==> src/rtl/fft_addr_gen_if.sv <==
// Handshake and address bus between the FFT address sequencer and the butterfly unit.
// The master modport is the sequencer and the slave modport is its consumer.
interface fft_addr_gen_if #(
    parameter int LOG2N = 5
);
    logic             start;
    logic [LOG2N-1:0] twiddle_address;
    logic [LOG2N-1:0] addr_a;
    logic [LOG2N-1:0] addr_b;
    logic [LOG2N-1:0] stage;
    logic             bf_valid;
    logic             bf_ready;
    logic             busy;
    logic             done;

    modport master (
        input  start, bf_ready,
        output twiddle_address, addr_a, addr_b, stage, bf_valid, busy, done
    );

    modport slave (
        output start, bf_ready,
        input  twiddle_address, addr_a, addr_b, stage, bf_valid, busy, done
    );
endinterface

==> src/rtl/fft_addr_gen.sv <==
// Radix-2 DIT in-place FFT address sequencer. Define FFT_STAGE_GAP_EN to insert a
// BF_LATENCY-cycle gap between stages for in-place read-after-write safety.
module fft_addr_gen #(
    parameter int N          = 32,
    parameter int BF_LATENCY = 4
) (
    input  logic           clock,
    input  logic           reset_n,
    fft_addr_gen_if.master bus
);
    localparam int               LOG2N  = $clog2(N);
    localparam logic [LOG2N-1:0] LAST_S = LOG2N'(LOG2N - 1);
    localparam logic [LOG2N-1:0] LAST_J = LOG2N'(N / 2 - 1);
    localparam logic [LOG2N-1:0] ONE    = LOG2N'(1);
    localparam logic [LOG2N-1:0] ZERO   = LOG2N'(0);
`ifdef FFT_STAGE_GAP_EN
    localparam int               GW       = $clog2(BF_LATENCY + 1);
    localparam logic [GW-1:0]    GAP_LAST = GW'(BF_LATENCY - 1);
`endif

    typedef enum logic [1:0] {
        IDLE  = 2'd0,
        RUN   = 2'd1,
`ifdef FFT_STAGE_GAP_EN
        GAP   = 2'd3,
`endif
        FLUSH = 2'd2
    } state_t;

    state_t           state_q, state_d;
    logic [LOG2N-1:0] s_q, s_d, j_q, j_d;
    logic [LOG2N-1:0] a_q, a_d, b_q, b_d, stage_q, stage_d, k_q, k_d;
    logic             valid_q, valid_d, busy_q, busy_d, done_q, done_d;
`ifdef FFT_STAGE_GAP_EN
    logic [GW-1:0]    gap_q, gap_d;
`endif
    logic [LOG2N-1:0] half_s, pos_s, grp_s, a_s, b_s, k_s;
    logic             adv_s;

    // Butterfly addresses and twiddle index derived from the live counters.
    always_comb begin
        half_s = ONE << s_q;
        pos_s  = j_q & (half_s - ONE);
        grp_s  = j_q >> s_q;
        a_s    = (grp_s << (s_q + ONE)) + pos_s;
        b_s    = a_s + half_s;
        k_s    = pos_s << (LAST_S - s_q);
    end

    // While stalled the ROM must keep seeing the presented butterfly's index.
    assign adv_s               = !valid_q || bus.bf_ready;
    assign bus.twiddle_address = adv_s ? k_s : k_q;
    assign bus.addr_a          = a_q;
    assign bus.addr_b          = b_q;
    assign bus.stage           = stage_q;
    assign bus.bf_valid        = valid_q;
    assign bus.busy            = busy_q;
    assign bus.done            = done_q;

    // Next-state logic: issue on advance, wrap stages, drain before done.
    always_comb begin
        state_d = state_q;
        s_d     = s_q;
        j_d     = j_q;
        a_d     = a_q;
        b_d     = b_q;
        stage_d = stage_q;
        k_d     = k_q;
        valid_d = valid_q;
        busy_d  = busy_q;
        done_d  = 1'b0;
`ifdef FFT_STAGE_GAP_EN
        gap_d   = gap_q;
`endif
        case (state_q)
            IDLE: begin
                if (bus.start && !done_q) begin
                    state_d = RUN;
                    busy_d  = 1'b1;
                    s_d     = ZERO;
                    j_d     = ZERO;
                end else begin
                    state_d = IDLE;
                end
            end
            RUN: begin
                if (adv_s) begin
                    a_d     = a_s;
                    b_d     = b_s;
                    stage_d = s_q;
                    k_d     = k_s;
                    valid_d = 1'b1;
                    if (j_q == LAST_J) begin
                        j_d = ZERO;
                        if (s_q == LAST_S) begin
                            s_d     = ZERO;
                            state_d = FLUSH;
                        end else begin
                            s_d = s_q + ONE;
`ifdef FFT_STAGE_GAP_EN
                            state_d = GAP;
                            gap_d   = GW'(0);
`endif
                        end
                    end else begin
                        j_d = j_q + ONE;
                    end
                end else begin
                    state_d = RUN;
                end
            end
`ifdef FFT_STAGE_GAP_EN
            GAP: begin
                // Counting starts with the acceptance of the stage's last butterfly.
                if (adv_s) begin
                    valid_d = 1'b0;
                    if (gap_q == GAP_LAST) begin
                        state_d = RUN;
                        gap_d   = GW'(0);
                    end else begin
                        gap_d = gap_q + GW'(1);
                    end
                end else begin
                    state_d = GAP;
                end
            end
`endif
            FLUSH: begin
                if (adv_s) begin
                    valid_d = 1'b0;
                    busy_d  = 1'b0;
                    done_d  = 1'b1;
                    state_d = IDLE;
                end else begin
                    state_d = FLUSH;
                end
            end
            default: begin
                state_d = IDLE;
            end
        endcase
    end

    // State and output registers.
    always_ff @(posedge clock or negedge reset_n) begin
        if (!reset_n) begin
            state_q <= IDLE;
            s_q     <= ZERO;
            j_q     <= ZERO;
            a_q     <= ZERO;
            b_q     <= ZERO;
            stage_q <= ZERO;
            k_q     <= ZERO;
            valid_q <= 1'b0;
            busy_q  <= 1'b0;
            done_q  <= 1'b0;
`ifdef FFT_STAGE_GAP_EN
            gap_q   <= GW'(0);
`endif
        end else begin
            state_q <= state_d;
            s_q     <= s_d;
            j_q     <= j_d;
            a_q     <= a_d;
            b_q     <= b_d;
            stage_q <= stage_d;
            k_q     <= k_d;
            valid_q <= valid_d;
            busy_q  <= busy_d;
            done_q  <= done_d;
`ifdef FFT_STAGE_GAP_EN
            gap_q   <= gap_d;
`endif
        end
    end
endmodule

==> src/flat_wrapper.sv <==
// flat-port wrapper written by rule: the top's interface ports become plain ports
module fft_addr_gen_flat 
#(
    parameter int N          = 32,
    parameter int BF_LATENCY = 4
)
  (clock, reset_n, bus_start, bus_bf_ready, bus_twiddle_address, bus_addr_a, bus_addr_b, bus_stage, bus_bf_valid, bus_busy, bus_done);
  fft_addr_gen_if #(.LOG2N((5))) bus_i ();
  input  logic clock;
  input  logic reset_n;
  input wire logic [$bits(bus_i.start)-1:0] bus_start;
  input wire logic [$bits(bus_i.bf_ready)-1:0] bus_bf_ready;
  output wire logic [$bits(bus_i.twiddle_address)-1:0] bus_twiddle_address;
  output wire logic [$bits(bus_i.addr_a)-1:0] bus_addr_a;
  output wire logic [$bits(bus_i.addr_b)-1:0] bus_addr_b;
  output wire logic [$bits(bus_i.stage)-1:0] bus_stage;
  output wire logic [$bits(bus_i.bf_valid)-1:0] bus_bf_valid;
  output wire logic [$bits(bus_i.busy)-1:0] bus_busy;
  output wire logic [$bits(bus_i.done)-1:0] bus_done;
  assign bus_i.start = bus_start;
  assign bus_i.bf_ready = bus_bf_ready;
  assign bus_twiddle_address = bus_i.twiddle_address;
  assign bus_addr_a = bus_i.addr_a;
  assign bus_addr_b = bus_i.addr_b;
  assign bus_stage = bus_i.stage;
  assign bus_bf_valid = bus_i.bf_valid;
  assign bus_busy = bus_i.busy;
  assign bus_done = bus_i.done;
  fft_addr_gen #(.N(N), .BF_LATENCY(BF_LATENCY)) u_core (.clock(clock), .reset_n(reset_n), .bus(bus_i));
endmodule
==> config.mk <==
export PLATFORM = sky130hd
export DESIGN_NAME = fft_addr_gen_flat
export DESIGN_NICKNAME = d
export VERILOG_FILES = /design/src/rtl/fft_addr_gen_if.sv /design/src/rtl/fft_addr_gen.sv /design/src/flat_wrapper.sv
export SDC_FILE = /design/constraint.sdc
export NUM_CORES = 1
export LEC_CHECK = 0
export CORE_UTILIZATION = 35
export DETAILED_ROUTE_END_ITERATION = 8
export GPL_ROUTABILITY_DRIVEN = 0
export HOLD_SLACK_MARGIN = 0.06
export PLACE_DENSITY = 0.53
export SKIP_CTS_REPAIR_TIMING = 1
export SYNTH_ARGS = -nofsm -noshare
export SYNTH_HDL_FRONTEND = slang
export SYNTH_SLANG_ARGS = --single-unit
==> constraint.sdc <==
create_clock -name clock -period 6.2 [get_ports clock]
set_input_delay 1.24 -clock clock [delete_from_list [all_inputs] [get_ports clock]]
set_output_delay 1.24 -clock clock [all_outputs]
set_load 0.01 [all_outputs]
### Word level (Yosys, flattened, before mapping)

Index checks and enable logic that the tools add are counted.

| storage, ports and cells | value |
|---|---|
| flip-flop bits (word level) | 35 |
| latch bits | 0 |
| bits in writable memories | 0 |
| ROM bits | 0 |
| output and inout port bits | 23 |
| word-level logic and storage cells | 67 |
| memories | 0 |

| operators by class | value |
|---|---|
| add/subtract/negate cells | 6 |
| multipliers | 0 |
| divide/modulo/power cells | 0 |
| order comparisons | 0 |
| eq/ne operators | 10 |
| shift-type cells | 4 |
| mux-type cells | 22 |
| bitwise logic cells | 1 |
| reductions and logical operators | 14 |

Operators by type and width:

| cell | count |
|---|---|
| two-way mux 5 bit | 7 |
| one-hot mux 5 bit (2 select lines) | 2 |
| adder 5 x 1 -> 5 bit (second input constant) | 2 |
| adder 5 bit | 2 |
| left shift 5 x 5 -> 5 bit | 2 |
| AND reduction 3 bit | 3 |
| two-way mux 2 bit | 4 |
| inequality test 2 x 1 -> 1 bit (second input constant) | 4 |
| two-way mux 1 bit | 6 |
| inequality test 3 bit (second input constant) | 2 |
| one-hot mux 2 bit (3 select lines) | 1 |
| nonzero test 2 bit | 3 |
| bitwise AND 5 bit | 1 |
| == test 5 x 3 -> 1 bit (second input constant) | 1 |
| == test 5 x 4 -> 1 bit (second input constant) | 1 |
| left shift 1 x 5 -> 5 bit (first input constant) | 1 |
| right shift 5 x 5 -> 5 bit | 1 |
| subtractor 3 x 5 -> 5 bit (first input constant) | 1 |
| subtractor 5 x 1 -> 5 bit (second input constant) | 1 |
| one-hot mux 1 bit (2 select lines) | 2 |
| AND reduction 2 bit | 2 |
| AND reduction 4 bit | 1 |
| == test 2 x 1 -> 1 bit (second input constant) | 1 |
| == test 2 bit (second input constant) | 1 |
| 4 further kinds | 5 |

### Depth between registers and ports, before layout

Gate-level depths: netlist (run 1).

| logic depth | value |
|---|---|
| depth after elaboration | 5 |
| gate-level depth with buffers | 16 |
| mapped depth without buffers | 14 |

### Worst setup path after synthesis (run 1)

Ideal clock, no wire load.

| timing path | value |
|---|---|
| kind | reg2reg |
| start | register u_core.s_q[0] |
| end | register u_core.b_q[4], in the netlist u_core.bus.addr_b[4] |
| arrival | 3.390 ns |
| data required time | 6.069 ns |
| setup slack | 2.678 ns |
| stages on the path, launching flop included | 17 |
| path buffers | 3 |
| clock period less this slack | 3.522 ns |
| cell sequence | dfrtp_1 > buf_4 > clkinv_1 > ha_1 > buf_2 > clkbuf_1 > nor4_1 > ha_1 > fa_1 > inv_1 > fa_1 > inv_1 > a21o_1 > a21oi_1 > xor2_1 > xnor2_1 > o21ai_1 |

| between the ends | value |
|---|---|
| cells in the longest elaborated chain, start to end | 5 |

Ends and longest elaborated chain:

| item | line | source |
|---|---|---|
| start, declared | fft_addr_gen.sv:31 | `logic [LOG2N-1:0] s_q, s_d, j_q, j_d;` |
| start signal, assigned | fft_addr_gen.sv:148 | `s_q <= ZERO;` |
| start signal, assigned | fft_addr_gen.sv:162 | `s_q <= s_d;` |
| branches (longest 3 deep; another with adder 5 x 1 -> 5 bit) | n/a |  |
| adder 5 bit (*) | fft_addr_gen.sv:45 | `a_s = (grp_s << (s_q + ONE)) + pos_s;` |
| via u_core.a_s[1] | fft_addr_gen.sv:37 | `logic [LOG2N-1:0] half_s, pos_s, grp_s, a_s, b_s, k_s;` |
| adder 5 bit (*) | fft_addr_gen.sv:46 | `b_s = a_s + half_s;` |
| end signal, assigned | fft_addr_gen.sv:151 | `b_q <= ZERO;` |
| end signal, assigned | fft_addr_gen.sv:165 | `b_q <= b_d;` |
| end, declared | fft_addr_gen.sv:32 | `logic [LOG2N-1:0] a_q, a_d, b_q, b_d, stage_q, stage_d, k_q, k_d;` |

Mark *: on every way through the listed nets, which the timed path passes.
A chain may end at the register's enable or synchronous reset.

### Final worst setup path (run 1)

| timing path | value |
|---|---|
| start | register u_core.s_q[0] |
| end | output port bus_twiddle_address[4] |

| between the ends | value |
|---|---|
| cells in the longest elaborated chain, start to end | 5 |

Ends and longest elaborated chain:

| item | line | source |
|---|---|---|
| left shift 1 x 5 -> 5 bit | fft_addr_gen.sv:42 | `half_s = ONE << s_q;` |
| subtractor 5 x 1 -> 5 bit | fft_addr_gen.sv:43 | `pos_s = j_q & (half_s - ONE);` |
| bitwise AND 5 bit | fft_addr_gen.sv:43 |  |
| left shift 5 x 5 -> 5 bit (*) | fft_addr_gen.sv:47 | `k_s = pos_s << (LAST_S - s_q);` |
| two-way mux 5 bit (*) | n/a |  |
| end, declared | flat_wrapper.sv:13 | `output wire logic [$bits(bus_i.twiddle_address)-1:0] bus_twiddle_address;` |

Every way passes the cells marked *; elsewhere a longest branch is shown, timed or not.

==> results.md, run 1 <==
- Status: finished clean
- Drt total wl: 5540 um
- Setup TNS: 0 ps
- Fmax: 0.207 GHz
- Peak VDD IR: 122 uV
- Share of the clock period used by the worst path: 77.9%
- # setup viols final: 0
- Layout cells sized above 1: 8.87%
- Power per cell area: 392 nW/um2
- Starting Density: 36.4%
- Critical path class: flop to output port
- Largest net degree at the start of global routing: 36
- Critical-path maximum fanout: 25
- Worst EP arrival: 3590 ps
- Slew margin rel.: 36.8%
- Global route overflow: 0
- Routed vias/inst: 5.10
- Antenna violations before repair: 0
- Avg WL per Cell: 14.2 um
- Die Y-Extent: 86.1 um
- First-pass DRT Iterations: 4
- Core area: 6790 um2
- CTS tree: built
- Nature of the critical path endpoint: output port
- Yosys cell types: 57
- Synth area leader: dfrtp_1
- Top_reg_cell synth: dfrtp_1
- Global Route Usage Sum: 16.7%
- CP cell instances: clkinv_1 > ha_1 > xnor2_1 > nand4_1 > or2_2 > o32ai_2 > a21o_1 > clkdlybuf4s50_1
- First-pass GRT wire length: 9580 um
- Max Buffers Root-to-Sink: 2
- NumNets Final: 310
- P&R area growth vs syn: 14.5%
- CP peak stage delay: 860 ps
- Fin crit period: 4830 ps
- Clock Root Buffer: clkbuf_8
- Crit path to: bus_twiddle_address[4]
- Cells after synthesis: 276
- Largest cells by area after synthesis: dfrtp_1, ha_1, nand2_1, o21ai_0, mux2_2
- Sequential area share after synthesis: 35.4%
- Worst flop-to-flop path startpoint: u_core.s_q[0]
- Slowest CP cell: dfrtp_1
- Hold Path Class: flop to flop
- CTS sink count: 35
- Mean Syn Cell Area: 8.97 um2
- Via count: 1984
- Share of the synthesized area in the top cell type: 35.4%
- Pre-CTS setup slack: 1640 ps
- # rows: 30
- Detailed placement HPWL: 3800 um
- Final worst slack: 1370 ps
- R2R setup slack: 1740 ps
- CP Launch Type: flop
- Antenna Violating Nets Remaining: 0
- Clock slew at reported path FFs: 70 ps
- Static leakage power: 1.24 nW
- CP startpoint: u_core.s_q[0]
- Worst Path Required: 4960 ps
- Ys Warns: 0
- Ys async rst share: 100%
- Flops & latches, synth: 35
- Number of synthesized flops with an enable pin: 0
- Mapped Nets: 294
- Netlist Area Pre-Place: 2470 um2
- I/O Pins: 27
- Remaining DRCs: 0
- Number of I/O port buffers: 26
- DR iter-0 viols: 101
- Worst clock skew: 4.62 ps
- H-tree levels: 2
- Hold_ws: 475 ps
- ANT cells: 0
- Chip Width: 86.1 um
- Reg2Reg Depth: 13
- Inserted Clock Buffers: 5
- Max cap viols: 0
- Reg2reg end: u_core.bus.addr_b[4]
- Fillers: 687
- Clk_lat worst skew: 290 ps
- Slew Limit Fails: 0
- Die area: 7410 um2
- Unrepaired setup endpoints after global routing: false
- Final hold violation count: 0
- Worst Max-Slew Pin Slew: 946 ps
- Vias in the first global route: 1887
## synth_stat cells, drive strengths merged, types with 3 or more instances
cell type   n
a211oi      3
a21oi       9
buf         9
o21ai      32
a21o        5
mux2        9
nor2b       9
xnor2       8
a31oi       3
inv        11
or2         3
and2        3
clkbuf      8
mux2i       4
nor2        8
ha         12
nand2b      4
nor3        7
dfrtp      35
nand3      10
or3         3
nand2      40
xor2        6
o31ai       4
## stage by stage
step | util (%) | cells | total power, mW | area, um2
2_1_floorplan | - | 276 | 0.796 | 2470
3_3_place_gp | 40.5 | 381 | 0.947 | 2750
3_5_place_dp | 40.5 | 381 | 0.953 | 2750
4_1_cts | 41.7 | 389 | 1.13 | 2830
5_1_grt | 41.7 | 389 | 1.22 | 2830
6_report | 41.7 | 389 | 1.11 | 2830
## cells in the final DEF, fill, tap and decap left out, drive strengths merged, types with 2 or more instances in the layout
cell type	instances
a211oi	3
ha	12
o32ai	2
inv	11
nor3b	2
a21o	5
xor2	6
clkbuf	7
nor2b	9
o31ai	4
nor2	8
xnor2	8
or2	3
o22ai	2
or3	3
a22o	2
nand3	10
mux2	9
clkdlybuf4s50	25
o21ai	32
nand2	40
a41oi	2
nor3	7
a21oi	9
and2	3
mux2i	4
a31oi	3
dfrtp	35
clkinv	2
fa	2
nor4b	2
nand2b	4
## report_power, final
group          internal [mW]  total [mW]  leakage [nW]  switching (mW)
combinational          0.242       0.550         0.738           0.307
sequential             0.286       0.396         0.455           0.111
clock                 0.0790       0.166        0.0422          0.0869
total                  0.607        1.11          1.24           0.505
## area by class of cell
cell class,count,area (um2),share of cell area [%]
sequential,35,876,30.9
tap,96,120,4.24
timing repair buffer,26,255,9.01
clock inverter,1,5.00,0.177
inverter,12,45.0,1.59
clock buffer,7,76.3,2.69
multi-input combinational,212,1460,51.4
## sequential cells by signal, indices dropped and copies added (netlist names)
signal,cells
u_core.bus.done,1
u_core.bus.addr_b,5
u_core.bus.stage,5
u_core.bus.busy,1
u_core.bus.addr_a,5
u_core.state_q,2
u_core.k_q,5
u_core.s_q,5
u_core.bus.bf_valid,1
u_core.j_q,5
## cells by family after synthesis
group	Yosys count	share of synthesized area (%)
AOI/OAI and AO/OA	73	19.2
xor gates and xnor gates	15	5.92
adders and majority gates	14	7.68
buffers and inverters	29	5.76
DFF	35	35.4
muxes	13	5.71
and+or+nand+nor	97	20.3
## worst min path at each step
stage                               startpoint                   end  slack [ps]  cells after the start
after floorplan                  u_core.k_q[2]         u_core.k_q[2]         450                      2
after global placement    u_core.bus.addr_a[1]  u_core.bus.addr_a[1]         460                      2
after detailed placement  u_core.bus.addr_b[2]  u_core.bus.addr_b[2]         470                      2
after CTS                 u_core.bus.addr_b[2]  u_core.bus.addr_b[2]         490                      2
after global routing             u_core.k_q[2]         u_core.k_q[2]         500                      2
final                     u_core.bus.addr_b[2]  u_core.bus.addr_b[2]         470                      2
## worst max-delay path: cells and delay by family (launching register included)
family | cells | cell delay, ps
XOR/XNOR | 1 | 240
AND/OR/NAND/NOR | 2 | 600
flip-flops | 1 | 860
adder cells (fa/ha/maj) | 1 | 370
AO/OA/AOI/OAI | 2 | 240
buffers and inverters | 2 | 980
## per-layer routing
| metal | wire length (um) | GRT usage (%) | up-vias |
|---|---|---|---|
| met5 | 0 | 0 | - |
| met4 | 65 | 4.85 | 0 |
| met3 | 180 | 3.27 | 6 |
| met2 | 2520 | 25.9 | 37 |
| met1 | 2780 | 23.5 | 935 |
| li1 | - | - | 1006 |
(Power assumes the default switching activity.)
==> inputs of run 2 (changes only) <==
--- a/config.mk
+++ b/config.mk
@@ -9,7 +9,7 @@
 export DETAILED_ROUTE_END_ITERATION = 8
 export GPL_ROUTABILITY_DRIVEN = 0
 export HOLD_SLACK_MARGIN = 0.06
-export PLACE_DENSITY = 0.53
+export PLACE_DENSITY = 0.55
 export SKIP_CTS_REPAIR_TIMING = 1
 export SYNTH_ARGS = -nofsm -noshare
 export SYNTH_HDL_FRONTEND = slang
==> constraint.sdc (replaced) <==
create_clock -name clock -period 4.1 [get_ports clock]
set_input_delay 0.82 -clock clock [delete_from_list [all_inputs] [get_ports clock]]
set_output_delay 0.82 -clock clock [all_outputs]
set_load 0.01 [all_outputs]
==> results.md, run 2 (synthesized netlist as in run 1, its figures left out) <==
- Slowest CP cell: clkdlybuf4s50_1 (was dfrtp_1)
- Clock slew at reported path FFs: 70 ps (about the same)
- First-pass GRT wire length: 9430 um (was 9580 um)
- Drt total wl: 5520 um (was 5540 um)
- Logic pwr share: 54.7% (was 49.4%)
- Worst flop-to-flop path startpoint: u_core.s_q[0] (unchanged)
- NumNets Final: 319 (was 310)
- Share of the clock period used by the worst path: 94.8%
- Reg2Reg Depth: 13 (unchanged)
- Fmax: 0.257 GHz
- Commonest non-fill, non-tap cell in the layout: nand2_1 (unchanged)
- CP Launch Type: flop (unchanged)
- Slew Limit Fails: 0 (unchanged)
- Clock Root Buffer: clkbuf_8 (unchanged)
- NetSw: 768 uW (was 505 uW)
- Max cap viols: 0 (unchanged)
- Clk pwr share: 14.2% (was 14.9%)
- Detailed placement HPWL: 4050 um (was 3800 um)
- Hold_ws: 478 ps (was 475 ps)
- Pint: 960 uW (was 607 uW)
- CTS tree: built (unchanged)
- Most frequent cells in the layout: nand2_1, dfrtp_1, o21ai_0, clkdlybuf4s50_1, ha_1 (unchanged)
- ANT cells: 0 (unchanged)
- Switching share of power: 44.4% (was 45.4%)
- Via count: 2036 (was 1984)
- CP cell instances: buf_4 > nor2_1 > nand2_1 > ha_1 > xnor2_1 > o21ai_0 > a31oi_1 > o32ai_2 > a21o_1 > clkdlybuf4s50_1 (was clkinv_1 > ha_1 > xnor2_1 > nand4_1 > or2_2 > o32ai_2 > a21o_1 > clkdlybuf4s50_1)
- Chip Width: 86.1 um (unchanged)
- Max Buffers Root-to-Sink: 2 (unchanged)
- Power per cell area: 594 nW/um2 (was 392 nW/um2)
- # rows: 30 (unchanged)
- Static leakage power: 1.28 nW (was 1.24 nW)
- Worst Path Required: 3280 ps (was 4960 ps)
- Layout cells sized above 1: 11.9% (was 8.87%)
- R2R setup slack: 480 ps (was 1740 ps)
- Fillers: 689 (was 687)
- Critical path class: flop to output port (unchanged)
- Core area: 6790 um2 (unchanged)
- Critical-path maximum fanout: 14 (was 25)
- Die Y-Extent: 86.1 um (unchanged)
- Hold Path Cell Cnt: 2 (unchanged)
- Fin crit period: 3890 ps
- Global Route Usage Sum: 16.3% (was 16.7%)
- Reg2reg end: u_core.bus.addr_b[4] (unchanged)
- Antenna Violating Nets Remaining: 0 (unchanged)
- I/O Pins: 27 (unchanged)
- Flop pwr share: 31.1% (was 35.7%)
- Nature of the critical path endpoint: output port (unchanged)
- P&R area growth vs syn: 17.5% (was 14.5%)
- Starting Density: 36.4% (unchanged)
- Avg WL per Cell: 13.9 um (was 14.2 um)
- Status: finished clean (unchanged)
- Peak VDD IR: 204 uV (was 122 uV)
- Register area: 877 um2 (was 876 um2)
- Antenna violations before repair: 0 (unchanged)
- Number of I/O port buffers: 26 (unchanged)
- Remaining DRCs: 0 (unchanged)
- Worst EP arrival: 3070 ps (was 3590 ps)
- Inserted Clock Buffers: 5 (unchanged)
- Area taken by multi-input logic gates: 1460 um2 (about the same)
- Worst Max-Slew Pin Slew: 968 ps (was 946 ps)
- CP peak stage delay: 530 ps (was 860 ps)
- Routed vias/inst: 5.12 (was 5.10)
- Clk_lat worst skew: 290 ps (about the same)
- Final Total Pwr: 1.73 mW (was 1.11 mW)
- Worst clock skew: 4.71 ps (was 4.62 ps)
- H-tree levels: 2 (unchanged)
- First-pass DRT Iterations: 4 (unchanged)
- Hold Path Class: flop to flop (unchanged)
- Hold path endpoint: u_core.bus.addr_b[1] (was u_core.bus.addr_b[2])
- HP Start: u_core.bus.addr_b[1] (was u_core.bus.addr_b[2])
- # setup viols final: 0 (unchanged)
- Final hold violation count: 0 (unchanged)
- Slew margin rel.: 35.3% (was 36.8%)
- Die area: 7410 um2 (unchanged)
- Setup TNS: 0 ps (unchanged)
- Largest net degree at the start of global routing: 36 (unchanged)
- Vias in the first global route: 1875 (was 1887)
- DR iter-0 viols: 89 (was 101)
- Unrepaired setup endpoints after global routing: false (unchanged)
- Global route overflow: 0 (unchanged)
- CTS sink count: 35 (unchanged)
run 2: cell count changes in the layout (fill, tap and decap cells not counted), sizes merged:
cell	previous run	this run
buf	1	10
run 2: power by group through the flow:
stage	logic [mW]	clock network, mW	registers [mW]
after floorplan	0.681	0	0.523
after global placement	0.942	0	0.538
final	0.945	0.246	0.536
after CTS	0.953	0.258	0.533
after detailed placement	0.952	0	0.540
after global routing	1.07	0.271	0.550
run 2: area by class of cell:
| cell class | count | area share, % |
|---|---|---|
| Multi-Input combinational cell | 212 | 50.3 |
| Sequential cell | 35 | 30.2 |
| Timing Repair Buffer | 35 | 11.1 |
| Tap cell | 96 | 4.13 |
| Clock buffer | 7 | 2.62 |
| Inverter | 12 | 1.55 |
| Clock inverter | 1 | 0.172 |
run 2: metal layers:
layer / share of wire, % / up-vias / track usage (%)
met5: 0 / - / 0
met4: 1.5 / 0 / 5.30
met3: 2.9 / 8 / 3.56
met2: 45 / 35 / 24.8
met1: 51 / 968 / 23.0
li1: - / 1025 / -
run 2: worst max-delay path, delay by kind of cell (launching register included):
| kind | cells | cell delay (ps) |
|---|---|---|
| fa+ha+maj | 1 | 320 |
| flops | 1 | 500 |
| compound gates | 4 | 730 |
| xor+xnor | 1 | 170 |
| buf+inv | 2 | 750 |
| simple gates | 2 | 300 |
run 2: through the flow:
stage          util (%)  instance area [um2]  instances  setup WS (ps)
2_1_floorplan         -                 2470        276            578
3_3_place_gp       41.5                 2820        390            403
3_5_place_dp       41.5                 2820        390            327
4_1_cts            42.7                 2900        398            106
5_1_grt            42.8                 2910        398           20.5
6_report           42.8                 2910        398            213
run 2: how the worst max path moves through the flow:
| stage | startpoint | end | slack (ps) |
|---|---|---|---|
| floorplan | u_core.s_q[0] | u_core.bus.addr_b[4] | 580 |
| global placement | bus_bf_ready | bus_twiddle_address[4] | 400 |
| detailed placement | u_core.s_q[0] | u_core.bus.addr_b[4] | 330 |
| CTS | u_core.s_q[0] | bus_twiddle_address[4] | 110 |
| global route | u_core.s_q[0] | bus_twiddle_address[3] | 20 |
| finish | u_core.s_q[0] | bus_twiddle_address[4] | 210 |
==> inputs of run 3 (changes only) <==
--- a/config.mk
+++ b/config.mk
@@ -5,11 +5,11 @@
 export SDC_FILE = /design/constraint.sdc
 export NUM_CORES = 1
 export LEC_CHECK = 0
-export CORE_UTILIZATION = 35
+export CORE_UTILIZATION = 51
 export DETAILED_ROUTE_END_ITERATION = 8
 export GPL_ROUTABILITY_DRIVEN = 0
 export HOLD_SLACK_MARGIN = 0.06
-export PLACE_DENSITY = 0.55
+export PLACE_DENSITY = 0.75
 export SKIP_CTS_REPAIR_TIMING = 1
 export SYNTH_ARGS = -nofsm -noshare
 export SYNTH_HDL_FRONTEND = slang
==> results.md, run 3 (synthesized netlist as in run 1, its figures left out) <==
- Status: finished clean (unchanged)
- Flop pwr share: 30.3% (was 31.1%)
- Max cap viols: 0 (unchanged)
- ANT cells: 0 (unchanged)
- First-pass GRT wire length: 8760 um (was 9430 um)
- Slew Limit Fails: 0 (unchanged)
- Peak VDD IR: 256 uV (was 204 uV)
- Drt total wl: 5300 um (was 5520 um)
- Max Buffers Root-to-Sink: 2 (unchanged)
- Critical-path maximum fanout: 9 (was 14)
- Core area: 4500 um2 (was 6790 um2)
- # rows: 24 (was 30)
- Final hold violation count: 0 (unchanged)
- NetSw: 773 uW (was 768 uW)
- Static leakage power: 1.29 nW (was 1.28 nW)
- H-tree levels: 2 (unchanged)
- Routed vias/inst: 5.82 (was 5.12)
- # setup viols final: 0 (unchanged)
- Detailed placement HPWL: 3750 um (was 4050 um)
- Unrepaired setup endpoints after global routing: false (unchanged)
- I/O Pins: 27 (unchanged)
- Number of I/O port buffers: 26 (unchanged)
- P&R area growth vs syn: 16.1% (was 17.5%)
- Antenna Violating Nets Remaining: 0 (unchanged)
- Pint: 983 uW (was 960 uW)
- Clock slew at reported path FFs: 70 ps (about the same)
- NumNets Final: 319 (unchanged)
- Avg WL per Cell: 15.0 um (was 13.9 um)
- Fin crit period: 3880 ps (was 3890 ps)
- Hold_ws: 480 ps (was 478 ps)
- Global route overflow: 0 (unchanged)
- Worst Path Required: 3280 ps (about the same)
- DR iter-0 viols: 139 (was 89)
- Clk pwr share: 14.6% (was 14.2%)
- Worst Max-Slew Pin Slew: 946 ps (was 968 ps)
- Remaining DRCs: 0 (unchanged)
- Slew margin rel.: 36.8% (was 35.3%)
- Antenna violations before repair: 0 (unchanged)
- CP startpoint: u_core.s_q[4] (was u_core.s_q[0])
- Commonest non-fill, non-tap cell in the layout: nand2_1 (unchanged)
- Switching share of power: 44.0% (was 44.4%)
- Clk_lat worst skew: 290 ps (about the same)
- CP Launch Type: flop (unchanged)
- CTS tree: built (unchanged)
- Worst clock skew: 6.43 ps (was 4.71 ps)
- First-pass DRT Iterations: 4 (unchanged)
- Global Route Usage Sum: 22.0% (was 16.3%)
- Power per cell area: 611 nW/um2 (was 594 nW/um2)
- Chip Width: 71.7 um (was 86.1 um)
- Share of the clock period used by the worst path: 94.7% (was 94.8%)
- Largest net degree at the start of global routing: 36 (unchanged)
- Die Y-Extent: 71.7 um (was 86.1 um)
- Hold Path Class: flop to flop (unchanged)
- CTS sink count: 35 (unchanged)
- Inserted Clock Buffers: 5 (unchanged)
- Final Total Pwr: 1.76 mW (was 1.73 mW)
- Worst EP arrival: 3060 ps (was 3070 ps)
- Vias in the first global route: 1781 (was 1875)
- Critical path class: flop to output port (unchanged)
- Setup TNS: 0 ps (unchanged)
- Worst flop-to-flop path startpoint: u_core.s_q[1] (was u_core.s_q[0])
- Via count: 2056 (was 2036)
- Most frequent cells in the layout: nand2_1, dfrtp_1, o21ai_0, clkdlybuf4s50_1 (was nand2_1, dfrtp_1, o21ai_0, clkdlybuf4s50_1, ha_1)
- Clock Root Buffer: clkbuf_8 (unchanged)
- Fmax: 0.257 GHz (about the same)
- Starting Density: 54.9% (was 36.4%)
- Layout cells sized above 1: 13.0% (was 11.9%)
- HP Start: u_core.bus.addr_a[1] (was u_core.bus.addr_b[1])
- Nature of the critical path endpoint: output port (unchanged)
- Logic pwr share: 55.2% (was 54.7%)
- Die area: 5140 um2 (was 7410 um2)
-- run 3: cell type report --
class,instances,area [um2]
clock buffers,6,82.6
clock inverters,1,5.00
fillers,403,1630
inverters,12,48.8
multi-input cells,212,1460
flip-flops and latches,35,877
well taps,52,65.1
repair buffers,35,335
-- run 3: through the flow --
stage	utilization, %	cell area (um2)	cells	worst slack [ps]
finish	63.8	2870	353	216
global route	63.8	2870	353	42.3
CTS	63.6	2870	353	113
detailed placement	61.7	2780	346	367
global placement	61.7	2780	346	429
floorplan	-	2470	276	578
-- run 3: worst paths after layout --
kind,to,slack (ps),cells after the start
min,u_core.bus.addr_a[1],480,2
min reg2reg,u_core.bus.addr_a[1],480,2
min in group asynchronous,u_core.s_q[2],610,1
max in group asynchronous,u_core.s_q[0],2940,1
max,bus_twiddle_address[4],220,10
max reg2reg,u_core.bus.addr_b[4],480,15
-- run 3: power groups by stage --
stage          clock [mW]  sequential (mW)  combinational [mW]
6_report            0.256            0.531               0.969
5_1_grt             0.274            0.544                1.08
4_1_cts             0.259            0.530               0.963
3_5_place_dp            0            0.536               0.960
3_3_place_gp            0            0.532               0.939
2_1_floorplan           0            0.523               0.681
-- run 3: layer usage --
metal	wire length [um]	vias to the layer above	part of all wire, %	track usage, %
met5	0	-	0	0
met4	59	0	1.1	6.54
met3	293	5	5.5	4.50
met2	2330	62	44	32.4
met1	2620	962	49	32.7
li1	-	1027	-	-
-- run 3: worst max-delay path: stages, from the launching register on --
cell and delay [ps]:
dfrtp_1 390, nor3_2 370, nand3_1 240, ha_2 330, nor3_1 220, mux2i_1 110, o2bb2ai_1 170, a22oi_1 130
o32ai_2 170, a21o_1 110, clkdlybuf4s50_1 520
